===== src/rtl/prf_free_list_pkg.sv =====
// prf_free_list_pkg: shared PRF sizing constants and bitmap helpers
package prf_free_list_pkg;
    localparam int PRF_size  = 64;
    localparam int PRF_width = $clog2(PRF_size);
    localparam int ARCH_regs = 32;

    localparam logic [PRF_size-1:0] RESET_LIST  = {{(PRF_size-ARCH_regs){1'b1}}, {ARCH_regs{1'b0}}};
    localparam logic [PRF_width:0]  RESET_COUNT = (PRF_width+1)'(PRF_size-ARCH_regs);

    function automatic logic [PRF_width:0] popcount(input logic [PRF_size-1:0] v);
        popcount = '0;
        for (int i = 0; i < PRF_size; i++) popcount += (PRF_width+1)'(v[i]);
    endfunction

    function automatic logic [PRF_size-1:0] onehot(input logic [PRF_width-1:0] idx);
        onehot = {{(PRF_size-1){1'b0}}, 1'b1} << idx;
    endfunction
endpackage


===== src/rtl/prf_free_list_if.sv =====
// prf_free_list_if: allocation, retire and recovery signals between RAT/ROB/RRAT and the free list
interface prf_free_list_if;
    import prf_free_list_pkg::*;
    logic                 RAT_alloc_req_in;
    logic                 ROB_retire_in;
    logic [PRF_width-1:0] ROB_retire_old_idx_in;
    logic                 ROB_mispredict_in;
    logic [PRF_size-1:0]  RRAT_PRF_FL_in;
    logic [PRF_width-1:0] free_idx_out;
    logic                 free_valid_out;
    logic                 alloc_grant_out;
    logic [PRF_width:0]   free_count_out;
    logic [PRF_size-1:0]  free_list_out;

    modport master (
        output RAT_alloc_req_in, ROB_retire_in, ROB_retire_old_idx_in, ROB_mispredict_in, RRAT_PRF_FL_in,
        input  free_idx_out, free_valid_out, alloc_grant_out, free_count_out, free_list_out
    );
    modport slave (
        input  RAT_alloc_req_in, ROB_retire_in, ROB_retire_old_idx_in, ROB_mispredict_in, RRAT_PRF_FL_in,
        output free_idx_out, free_valid_out, alloc_grant_out, free_count_out, free_list_out
    );
endinterface


===== src/rtl/prf_fl_penc.sv =====
// prf_fl_penc: lowest-index priority encoder; idx is 0 when nothing is set
module prf_fl_penc #(
    parameter int N = 64,
    parameter int W = 6
) (
    input  logic [N-1:0] req,
    output logic [W-1:0] idx,
    output logic         valid
);
    // scan downward so the lowest set bit is the last one written
    always_comb begin
        idx = '0;
        for (int i = N-1; i >= 0; i--) if (req[i]) idx = W'(i);
    end
    assign valid = |req;
endmodule


===== src/rtl/prf_free_list.sv =====
// prf_free_list: bitmap of free physical registers, lowest-index allocation, RRAT recovery
module prf_free_list
    import prf_free_list_pkg::*;
(
    input logic            clock,
    input logic            reset,
    prf_free_list_if.slave bus
);
    logic [PRF_size-1:0]  free_list, next_list, ret_mask, grant_mask;
    logic [PRF_width:0]   free_count, next_count;
    logic [PRF_width-1:0] free_idx;
    logic                 free_valid, grant, ret_new;

    prf_fl_penc #(.N(PRF_size), .W(PRF_width)) penc (.req(free_list), .idx(free_idx), .valid(free_valid));

    // next bitmap and count; a retire of an already-free index adds nothing to the count
    always_comb begin
        grant      = bus.RAT_alloc_req_in & free_valid & ~bus.ROB_mispredict_in;
        ret_mask   = bus.ROB_retire_in ? onehot(bus.ROB_retire_old_idx_in) : '0;
        grant_mask = grant ? onehot(free_idx) : '0;
        ret_new    = bus.ROB_retire_in & ~free_list[bus.ROB_retire_old_idx_in];
        next_list  = bus.ROB_mispredict_in ? (bus.RRAT_PRF_FL_in | ret_mask) : ((free_list & ~grant_mask) | ret_mask);
        next_count = bus.ROB_mispredict_in ? popcount(next_list)
                   : free_count + (PRF_width+1)'(ret_new) - (PRF_width+1)'(grant);
    end

    // state register; reset marks the architectural mappings busy
    always_ff @(posedge clock or posedge reset) begin
        if (reset) begin
            free_list  <= RESET_LIST;
            free_count <= RESET_COUNT;
        end else begin
            free_list  <= next_list;
            free_count <= next_count;
        end
    end

    assign bus.free_idx_out    = free_idx;
    assign bus.free_valid_out  = free_valid;
    assign bus.alloc_grant_out = grant;
    assign bus.free_count_out  = free_count;
    assign bus.free_list_out   = free_list;

    retire_of_free_idx: assert property (@(posedge clock) disable iff (reset)
        !(bus.ROB_retire_in && !bus.ROB_mispredict_in && free_list[bus.ROB_retire_old_idx_in]));
endmodule

===== src/flat_wrapper.sv =====
// flat-port wrapper written by rule: the top's interface ports become plain ports
module prf_free_list_flat import prf_free_list_pkg::*;
  (clock, reset, bus_RAT_alloc_req_in, bus_ROB_retire_in, bus_ROB_retire_old_idx_in, bus_ROB_mispredict_in, bus_RRAT_PRF_FL_in, bus_free_idx_out, bus_free_valid_out, bus_alloc_grant_out, bus_free_count_out, bus_free_list_out);
  prf_free_list_if bus_i ();
  input logic clock;
  input logic reset;
  input wire logic [$bits(bus_i.RAT_alloc_req_in)-1:0] bus_RAT_alloc_req_in;
  input wire logic [$bits(bus_i.ROB_retire_in)-1:0] bus_ROB_retire_in;
  input wire logic [$bits(bus_i.ROB_retire_old_idx_in)-1:0] bus_ROB_retire_old_idx_in;
  input wire logic [$bits(bus_i.ROB_mispredict_in)-1:0] bus_ROB_mispredict_in;
  input wire logic [$bits(bus_i.RRAT_PRF_FL_in)-1:0] bus_RRAT_PRF_FL_in;
  output wire logic [$bits(bus_i.free_idx_out)-1:0] bus_free_idx_out;
  output wire logic [$bits(bus_i.free_valid_out)-1:0] bus_free_valid_out;
  output wire logic [$bits(bus_i.alloc_grant_out)-1:0] bus_alloc_grant_out;
  output wire logic [$bits(bus_i.free_count_out)-1:0] bus_free_count_out;
  output wire logic [$bits(bus_i.free_list_out)-1:0] bus_free_list_out;
  assign bus_i.RAT_alloc_req_in = bus_RAT_alloc_req_in;
  assign bus_i.ROB_retire_in = bus_ROB_retire_in;
  assign bus_i.ROB_retire_old_idx_in = bus_ROB_retire_old_idx_in;
  assign bus_i.ROB_mispredict_in = bus_ROB_mispredict_in;
  assign bus_i.RRAT_PRF_FL_in = bus_RRAT_PRF_FL_in;
  assign bus_free_idx_out = bus_i.free_idx_out;
  assign bus_free_valid_out = bus_i.free_valid_out;
  assign bus_alloc_grant_out = bus_i.alloc_grant_out;
  assign bus_free_count_out = bus_i.free_count_out;
  assign bus_free_list_out = bus_i.free_list_out;
  prf_free_list u_core (.clock(clock), .reset(reset), .bus(bus_i));
endmodule

===== config.mk =====
export PLATFORM = sky130hd
export DESIGN_NAME = prf_free_list_flat
export DESIGN_NICKNAME = d
export VERILOG_FILES = /design/src/rtl/prf_free_list_pkg.sv /design/src/rtl/prf_free_list_if.sv /design/src/rtl/prf_fl_penc.sv /design/src/rtl/prf_free_list.sv /design/src/flat_wrapper.sv
export SDC_FILE = /design/constraint.sdc
export NUM_CORES = 1
export LEC_CHECK = 0
export CORE_ASPECT_RATIO = 0.8
export CORE_MARGIN = 5
export CORE_UTILIZATION = 45
export CTS_CLUSTER_DIAMETER = 150
export DETAILED_ROUTE_END_ITERATION = 7
export PLACE_DENSITY = 0.72
export SKIP_CTS_REPAIR_TIMING = 1
export SYNTH_ARGS = -nofsm -noshare
export SYNTH_HDL_FRONTEND = slang
export SYNTH_SLANG_ARGS = --single-unit

===== constraint.sdc =====
create_clock -name clock -period 19.3 [get_ports clock]
set_input_delay 3.86 -clock clock [delete_from_list [all_inputs] [get_ports clock]]
set_output_delay 3.86 -clock clock [all_outputs]
set_load 0.01 [all_outputs]

==> metrics.txt, run 1 <==
Design Area, Final=9320 um2; ys async rst share=100%; Pre-Repair DR Iteration Count=6; P&R area growth vs syn=26.8%; max-capacitance violation count=0; CP peak stage delay=0.61 ns; Post-Route WL=27,300 um; clock-pin slew on the worst setup and hold paths=0.06 ns; Avg WL per Cell=24.3 um; Antenna Nets Post-Route=0; final core occ=58.6%; Syn Area/Cell=9.51 um2; core footprint=15,900 um2; Setup TNS=0 ns; Startpoint Class=input pin; vias in the first global route=6,955; Psw=0.000989 W; # fillers=1,396; layout cells sized above 1=11.5%; Final setup viols=0; Die H=124 um; Flop pwr share=10.9%; Post-Synthesis Cells=773; YS warnings=0; port bufs=153; fin crit period=11.41 ns; HPWL after detailed placement=21,400 um; chip width=153 um; commonest non-fill, non-tap cell in the layout=clkdlybuf4s50_1; post-synth cell types=67; critical path class=input pin to register; Worst Slack Setup Final=7.89 ns; Fin Clk Skew=0.00681 ns; CTS buffer count=9; Synth area leaders=fa_1 (15%), dfrtp_1 (13%), dfstp_2 (12%); Final Cycle Share=59.1%; Reg area=1820 um2; GRT overflow=0; initial antenna violation count=1; CP max FO=7; Worst Path Arrival=11.60 ns; min-delay worst type=register to register; I/O pins=154; Crit path top cell by count=fa_1; worst path buffer plus inverter count=6; CP max-delay cell=nor3_1; clk buf depth=2; row cnt=41; CTS HTree Levels=3; pins over their slew limit=0; CP endpoint kind=register; number of DRC markers in iteration 0=1,190; clk root buf=clkbuf_16; RSZ-0062 raised after global routing=no; worst slew pin tran=1.06 ns; delay-heaviest family, CP=adder cells; drt via density=6.56; combinational power share=81.3%; multi-input logic area=5010 um2; final hold vios=0; most area-hungry cell type in the Yosys netlist=fa_1; area of the mapped netlist=7350 um2; Leak=3.65 nW; Final #Nets=1,055; top_reg_cell synth=dfrtp_1; EDFF count, synth=0; switch share=47.1%; status=finished clean; clock network power share=7.7%; area fraction of the dominant cell type after synthesis=15.0%; worst skew pair latency=0.34 ns; Inserted Diodes=0; CTS tree=done; sequential area share after synthesis=24.7%; worst vdd ir=749 uV; most frequent cells in the layout=clkdlybuf4s50_1 (152), inv_1 (81), fa_1 (55); Slew Limit Headroom=28.6%; upper clock frequency limit=0.0876 GHz; Initial Util=46.2%; CP Data Required Time=19.49 ns; CTS sink count=71; Area after DPL=9040 um2; die area=19,000 um2; gpl congestion=0.939; Power Internal=0.00111 W; Tot GR Track Use=28.0%; Residual DRC=0; vias=7,356; power density cells=225 nW/um2; first-pass GRT wire length=41,600 um; #FFs+latches synth=71; Mapped Nets=926; largest net degree at the start of global routing=90; pre-CTS WS=7.63 ns
cell usage after synthesis, types with 6 or more instances:
| library cell | count |
|---|---|
| nor2_1 | 45 |
| nand2b_1 | 8 |
| mux4_2 | 21 |
| nor3_1 | 20 |
| a221oi_1 | 9 |
| a22o_1 | 11 |
| o311a_1 | 6 |
| clkbuf_1 | 39 |
| nor4_1 | 14 |
| ha_1 | 23 |
| fa_1 | 55 |
| xnor2_1 | 7 |
| nor2b_1 | 7 |
| nand2_1 | 38 |
| a221o_1 | 13 |
| nand3_1 | 14 |
| o21a_1 | 23 |
| o21bai_1 | 8 |
| o31ai_1 | 22 |
| a211oi_1 | 10 |
| o311ai_0 | 16 |
| a21oi_1 | 36 |
| dfrtp_1 | 38 |
| dfstp_2 | 33 |
| o21ai_0 | 35 |
| a21o_1 | 8 |
| or4_1 | 8 |
| a31oi_1 | 6 |
| a22oi_1 | 41 |
| inv_1 | 82 |
final cells by class:
class	count	share of cell area [%]
multi-input cells	569	53.7
flip-flops and latches	71	19.5
repair buffers	164	17.3
inverters	87	3.56
clock buffers	16	3.02
well taps	215	2.89
per-stage QoR:
| step | instances | total power (W) | hold slack [ns] |
|---|---|---|---|
| after global placement | 1106 | 0.00191 | 0.556 |
| final | 1122 | 0.00210 | 0.569 |
| after global routing | 1122 | 0.00237 | 0.620 |
| after floorplan | 773 | 0.00159 | 0.537 |
| after CTS | 1122 | 0.00214 | 0.561 |
| after detailed placement | 1106 | 0.00196 | 0.556 |
logic make-up (layout without fill, tap and decap cells):
family	count (synthesis)	count (layout)	synth area share, %
XOR/XNOR	10	10	1.19
flip-flops	71	71	24.7
adder cells (fa/ha/maj)	78	78	18.9
buffers and inverters	133	267	7.25
multiplexers	22	22	6.59
AO/OA/AOI/OAI	273	273	27.3
AND/OR/NAND/NOR	186	186	14.1
tightest hold or removal path: stages (launching register included):
cell and delay (ns):
dfstp_2 0.40, nand2_1 0.07, o21ai_0 0.09
routing by layer:
| layer | GRT usage, % | routed length [um] | vias to the layer above |
|---|---|---|---|
| met4 | 7.60 | 688 | 2 |
| met2 | 38.8 | 11400 | 597 |
| met3 | 9.03 | 4110 | 59 |
| met1 | 41.9 | 11100 | 3530 |
| met5 | 0 | 14 | - |
| li1 | - | - | 3168 |
path summary, 6_finish.rpt:
| check | from | endpoint | slack (ns) | cells past startpoint |
|---|---|---|---|---|
| setup / recovery | bus_RAT_alloc_req_in | u_core.bus.free_count_out[6]$_DFF_PP0_ | 7.89 | 27 |
| hold / removal | u_core.bus.free_list_out[61]$_DFF_PP1_ | u_core.bus.free_list_out[61]$_DFF_PP1_ | 0.57 | 2 |
| setup reg to reg | u_core.bus.free_list_out[47]$_DFF_PP1_ | u_core.bus.free_count_out[6]$_DFF_PP0_ | 10.56 | 29 |
| hold reg to reg | u_core.bus.free_list_out[61]$_DFF_PP1_ | u_core.bus.free_list_out[61]$_DFF_PP1_ | 0.57 | 2 |
| max in group asynchronous | reset | u_core.bus.free_list_out[9]$_DFF_PP0_ | 14.54 | 3 |
| min in group asynchronous | reset | u_core.bus.free_list_out[4]$_DFF_PP0_ | 4.12 | 3 |
power by group through the flow:
stage	Sequential, W	Clock, W	Combinational, W
floorplan	0.000225	0	0.00136
global placement	0.000229	0	0.00168
detailed placement	0.000229	0	0.00173
CTS	0.000227	0.000162	0.00175
global route	0.000232	0.000169	0.00197
finish	0.000229	0.000163	0.00171
flip-flops by register name (all words and copies together), names as in the netlist:
register and cells:
u_core.bus.free_count_out 7, u_core.bus.free_list_out 64
(Power assumes the default switching activity.)
==> run 2: changes to the inputs <==
- clock period: 19.3 -> 11 ns (I/O delays scaled with it)
==> run 2 against run 1 <==
Net effect:
- utilization up 0.25 points
- count of clock-buffer cells in the layout down 4
- setup slack worse by 6.7 ns
- global-route usage up 0.32 points
- clock skew down 0.00097 ns
- wire length about the same
- critical endpoint unchanged
- largest cell class unchanged
==> metrics.txt, run 2 (synthesis results as in run 1) <==
status=finished clean (unchanged); Initial Util=46.2% (unchanged); Flop pwr share=10.9% (about the same); GRT overflow=0 (unchanged); Leak=3.68 nW (was 3.65 nW); Final #Nets=1,059 (was 1,055); Setup TNS=0 ns (unchanged); Hold Crit Depth=2 (unchanged); upper clock frequency limit=0.102 GHz; Fin Clk Skew=0.00584 ns (was 0.00681 ns); clock network power share=8.0% (was 7.7%); drt via density=6.46 (was 6.56); HPWL after detailed placement=21,700 um (was 21,400 um); commonest non-fill, non-tap cell in the layout=clkdlybuf4s50_1 (unchanged); Psw=0.00173 W (was 0.000989 W); CTS buffer count=9 (unchanged); vias in the first global route=6,913 (was 6,955); Worst Slack Setup Final=1.16 ns (was 7.89 ns); max FFs per register=64 (unchanged); core footprint=15,900 um2 (unchanged); CTS sink count=71 (unchanged); CP Data Required Time=11.19 ns (was 19.49 ns); combinational power share=81.1% (was 81.3%); max-capacitance violation count=0 (unchanged); row cnt=41 (unchanged); most frequent cells in the layout=clkdlybuf4s50_1 (152), inv_1 (81), fa_1 (55) (unchanged); worst vdd ir=1350 uV (was 749 uV); RSZ-0062 raised after global routing=no (unchanged); Power Internal=0.00196 W (was 0.00111 W); switch share=46.8% (was 47.1%); CP endpoint kind=register (unchanged); pins over their slew limit=0 (unchanged); clk root buf=clkbuf_16 (unchanged); pre-CTS WS=0.965 ns (was 7.63 ns); Startpoint Class=input pin (unchanged); CTS tree=done (unchanged); r2r startpoint=u_core.bus.free_list_out[47]$_DFF_PP1_ (unchanged); CP max FO=11 (was 7); Final setup viols=0 (unchanged); min-delay worst type=register to register (unchanged); Non-Filler Instances=1,126 (was 1,122); Worst Path Arrival=10.03 ns (was 11.60 ns); worst slew pin tran=1.02 ns (was 1.06 ns); FF-to-FF path depth=28 (was 29); layout cells sized above 1=12.1% (was 11.5%); die area=19,000 um2 (unchanged); chip width=153 um (unchanged); I/O pins=154 (unchanged); clock-pin slew on the worst setup and hold paths=0.06 ns (about the same); Antenna Nets Post-Route=0 (unchanged); Final Cycle Share=89.5%; Hold Startpoint=u_core.bus.free_list_out[61]$_DFF_PP1_ (unchanged); CTS HTree Levels=3 (unchanged); gpl congestion=0.944 (was 0.939); Post-Route WL=27,300 um (about the same); Reg2Reg Setup Slack=2.30 ns (was 10.56 ns); first-pass GRT wire length=42,000 um (was 41,600 um); number of DRC markers in iteration 0=1,022 (was 1,190); vias=7,271 (was 7,356); Hold EP=u_core.bus.free_list_out[61]$_DFF_PP1_ (unchanged); Die H=124 um (unchanged); Residual DRC=0 (unchanged); Slew Limit Headroom=32.0% (was 28.6%); port bufs=153 (unchanged); Crit Reg-Reg Endpoint=u_core.bus.free_count_out[6]$_DFF_PP0_ (unchanged); fin crit period=9.84 ns; Inserted Diodes=0 (unchanged); critical path class=input pin to register (unchanged); P&R area growth vs syn=27.4% (was 26.8%); Avg WL per Cell=24.3 um (about the same); clk buf depth=2 (unchanged); initial antenna violation count=1 (unchanged); DP Cell Count=1,110 (was 1,106); largest net degree at the start of global routing=93 (was 90); worst skew pair latency=0.34 ns (about the same); Tot GR Track Use=28.3% (was 28.0%); # fillers=1,359 (was 1,396); final hold vios=0 (unchanged); power density cells=394 nW/um2 (was 225 nW/um2); final core occ=58.9% (was 58.6%); Pre-Repair DR Iteration Count=5 (was 6)
run 2: cell types whose count changed in the layout (fill, tap and decap cells not counted):
cell | before | now
clkbuf_8 | 3 | 1
clkinv_2 | 0 | 3
bufinv_16 | 0 | 1
buf_4 | 12 | 16
clkbuf_1 | 4 | 2
run 2: power by group through the flow:
stage / Sequential, W / Combinational [W] / Clock (W)
after global placement: 0.000401 / 0.00293 / 0
final: 0.000403 / 0.00299 / 0.000295
after detailed placement: 0.000402 / 0.00305 / 0
after global routing: 0.000408 / 0.00343 / 0.000309
after CTS: 0.000398 / 0.00306 / 0.000298
after floorplan: 0.000394 / 0.00239 / 0
run 2: per-layer routing:
layer  part of all wire, %  vias up  track usage, %
li1                      -     3181               -
met1                    42     3521            42.1
met2                    42      526            39.9
met3                    14       41            9.41
met4                   2.0        2            6.55
met5                 0.026        -               0
run 2: layout make-up:
class | instances | area, um2 | area share (%)
clock buffers | 12 | 246 | 2.63
clock inverters | 4 | 45.0 | 0.481
inverters | 87 | 332 | 3.54
multi-input cells | 569 | 5010 | 53.5
flip-flops and latches | 71 | 1820 | 19.4
well taps | 215 | 269 | 2.87
repair buffers | 168 | 1640 | 17.5
run 2: critical path, cell delays in order:
cell and delay, ns:
clkdlybuf4s50_1 0.86, nand2b_1 0.21, nor3_1 0.63, a22o_1 0.25
nor4_1 0.05, a21oi_1 0.31, fa_1 0.49, fa_1 0.52
inv_1 0.06, fa_1 0.49, inv_1 0.05, fa_1 0.48
inv_1 0.05, fa_1 0.48, fa_1 0.52, fa_1 0.43
fa_1 0.49, inv_1 0.05, fa_1 0.38, inv_1 0.10
fa_1 0.21, inv_1 0.05, a21oi_1 0.13, o21bai_1 0.10
a21oi_1 0.17, nor2_1 0.05, o21ai_0 0.12, o21ai_0 0.10
run 2: how the worst max path moves through the flow:
stage                                                        end                         start  slack [ns]
after detailed placement  u_core.bus.free_count_out[6]$_DFF_PP0_          bus_RAT_alloc_req_in        0.96
final                     u_core.bus.free_count_out[6]$_DFF_PP0_  bus_ROB_retire_old_idx_in[3]        1.16
after CTS                 u_core.bus.free_count_out[6]$_DFF_PP0_          bus_RAT_alloc_req_in        1.27
after global placement    u_core.bus.free_count_out[6]$_DFF_PP0_  bus_ROB_retire_old_idx_in[3]        0.98
after global routing      u_core.bus.free_count_out[6]$_DFF_PP0_          bus_RAT_alloc_req_in        0.81
after floorplan           u_core.bus.free_count_out[6]$_DFF_PP0_  bus_ROB_retire_old_idx_in[1]        1.77
run 2: per-stage QoR:
step	area, um2	total power, W	hold WS, ns
2_1_floorplan	7350	0.00279	0.537
3_3_place_gp	9070	0.00334	0.569
3_5_place_dp	9070	0.00345	0.558
4_1_cts	9360	0.00375	0.570
5_1_grt	9360	0.00415	0.599
6_report	9360	0.00369	0.581
==> run 3: changes to the inputs <==
==> constraint.sdc (replaced) <==
create_clock -name clock -period 11 [get_ports clock]
set_input_delay 2.75 -clock clock [delete_from_list [all_inputs] [get_ports clock]]
set_output_delay 2.75 -clock clock [all_outputs]
set_load 0.01 [all_outputs]
==> run 3 against run 2 <==
Net effect:
- first-iteration DRC count rose by 16%
- cell count about the same
- combinational power barely moved
- design area grew 0.15%
- register-to-register slack gained 0.03 ns
- utilization grew 0.087 points
- critical endpoint unchanged
- die area is the same
- setup slack lost 0.45 ns
- largest cell class unchanged
- via count rose by 0.17%
- sequential power hardly changed
- count of clock-buffer cells in the layout decreased by 1
==> metrics.txt, run 3 (synthesis results as in run 1) <==
largest net degree at the start of global routing=127 (was 93); power density cells=395 nW/um2 (was 394 nW/um2); HPWL after detailed placement=21,900 um (was 21,700 um); CP Data Required Time=11.20 ns (was 11.19 ns); Final setup viols=0 (unchanged); CP endpoint kind=register (unchanged); vias=7,283 (was 7,271); gpl congestion=0.970 (was 0.944); Final Power=0.00370 W (was 0.00369 W); CTS sink count=71 (unchanged); CTS tree=done (unchanged); Hold EP=u_core.bus.free_list_out[61]$_DFF_PP1_ (unchanged); max FFs per register=64 (unchanged); worst path buffer plus inverter count=7 (unchanged); Final #Nets=1,060 (was 1,059); Crit path top cell by count=fa_1 (unchanged); CP max-delay cell=clkdlybuf4s50_1 (unchanged); worst hold slack=0.558 ns (was 0.581 ns); vias in the first global route=7,141 (was 6,913); number of DRC markers in iteration 0=1,188 (was 1,022); drt via density=6.46 (about the same); first-pass GRT wire length=42,500 um (was 42,000 um); Worst Path Arrival=10.50 ns (was 10.03 ns); max-capacitance violation count=0 (unchanged); port bufs=153 (unchanged); Residual DRC=0 (unchanged); commonest non-fill, non-tap cell in the layout=clkdlybuf4s50_1 (unchanged); chip width=153 um (unchanged); Hold Crit Depth=2 (unchanged); delay-heaviest family, CP=adder cells (unchanged); most frequent cells in the layout=clkdlybuf4s50_1 (152), inv_1 (81), fa_1 (55) (unchanged); Setup TNS=0 ns (unchanged); I/O pins=154 (unchanged); Inserted Diodes=0 (unchanged); Crit Reg-Reg Endpoint=u_core.bus.free_count_out[6]$_DFF_PP0_ (unchanged); Antenna Nets Post-Route=0 (unchanged); Tot GR Track Use=28.7% (was 28.3%); worst skew pair latency=0.35 ns (was 0.34 ns); Pre-Repair DR Iteration Count=7 (was 5); CTS HTree Levels=3 (unchanged); Initial Util=46.2% (unchanged); die area=19,000 um2 (unchanged); critical path class=input pin to register (unchanged); Reg2Reg Setup Slack=2.33 ns (was 2.30 ns); clock-pin slew on the worst setup and hold paths=0.06 ns (about the same); Leak=3.69 nW (was 3.68 nW); final hold vios=0 (unchanged); min-delay worst type=register to register (unchanged); pins over their slew limit=0 (unchanged); upper clock frequency limit=0.0972 GHz (was 0.102 GHz); r2r startpoint=u_core.bus.free_list_out[47]$_DFF_PP1_ (unchanged); Die H=124 um (unchanged); worst vdd ir=1410 uV (was 1350 uV); final core occ=58.9% (about the same); fin crit period=10.29 ns (was 9.84 ns); RSZ-0062 raised after global routing=no (unchanged); Hold Startpoint=u_core.bus.free_list_out[61]$_DFF_PP1_ (unchanged); GRT overflow=0 (unchanged); row cnt=41 (unchanged); Avg WL per Cell=24.5 um (was 24.3 um); FF-to-FF path depth=29 (was 28); layout cells sized above 1=12.3% (was 12.1%); initial antenna violation count=0 (was 1); Slew Limit Headroom=33.8% (was 32.0%); worst slew pin tran=0.992 ns (was 1.02 ns); Final Cycle Share=93.6% (was 89.5%); P&R area growth vs syn=27.5% (was 27.4%); CP max FO=11 (unchanged); clk buf depth=2 (unchanged); CTS buffer count=9 (unchanged); CP peak stage delay=0.83 ns (was 0.86 ns); status=finished clean (unchanged); Fin Clk Skew=0.0119 ns (was 0.00584 ns); core footprint=15,900 um2 (unchanged); Post-Route WL=27,700 um (was 27,300 um); clk root buf=clkbuf_16 (unchanged); Startpoint Class=input pin (unchanged)
run 3: changes by cell type in the layout (fill, tap and decap cells not counted), sizes merged:
cell      before  now
buf           16   17
clkbuf        12   11
clkinvlp       0    1
clkinv         6    7
bufinv         1    0
run 3: tightest hold or removal path, stage by stage, from the launching register on:
cell     delay (ns)
dfstp_2        0.39
nand2_1        0.07
o21ai_0        0.08
run 3: worst max-delay path by stage:
| stage | startpoint | to | slack [ns] | depth (start not counted) |
|---|---|---|---|---|
| 6_report | bus_ROB_retire_old_idx_in[3] | u_core.bus.free_count_out[6]$_DFF_PP0_ | 0.71 | 28 |
| 5_1_grt | bus_ROB_retire_old_idx_in[3] | u_core.bus.free_count_out[6]$_DFF_PP0_ | 0.28 | 28 |
| 4_1_cts | bus_ROB_retire_old_idx_in[3] | u_core.bus.free_count_out[6]$_DFF_PP0_ | 0.78 | 28 |
| 3_5_place_dp | bus_ROB_retire_old_idx_in[3] | u_core.bus.free_count_out[6]$_DFF_PP0_ | 0.46 | 28 |
| 3_3_place_gp | bus_ROB_retire_old_idx_in[3] | u_core.bus.free_count_out[6]$_DFF_PP0_ | 0.62 | 28 |
| 2_1_floorplan | bus_ROB_retire_old_idx_in[1] | u_core.bus.free_count_out[6]$_DFF_PP0_ | 1.22 | 27 |
run 3: cell type report:
type / count / area, um2
clock inverters: 5 / 31.3
inverters: 87 / 332
well taps: 215 / 269
clock buffers: 11 / 254
flip-flops and latches: 71 / 1820
multi-input cells: 569 / 5010
repair buffers: 169 / 1660
fillers: 1366 / 6530
run 3: power breakdown:
| group | switching [W] | total [W] | internal, W |
|---|---|---|---|
| Clock | 0.000121 | 0.000287 | 0.000166 |
| Combinational | 0.00157 | 0.00301 | 0.00145 |
| Sequential | 0.0000661 | 0.000402 | 0.000336 |
| Total | 0.00175 | 0.00370 | 0.00195 |
run 3: routing by layer:
layer,vias to the layer above,track usage (%),part of all wire [%]
met1,3532,42.4,41
li1,3186,-,-
met5,-,0,0
met4,0,8.07,2.8
met2,510,39.9,42
met3,55,9.59,14
run 3: stage by stage:
| stage | instances | setup slack [ns] | cell area [um2] |
|---|---|---|---|
| after detailed placement | 1111 | 0.457 | 9090 |
| final | 1127 | 0.707 | 9370 |
| after CTS | 1127 | 0.778 | 9370 |
| after global routing | 1127 | 0.278 | 9370 |
| after floorplan | 773 | 1.22 | 7350 |
| after global placement | 1111 | 0.624 | 9090 |
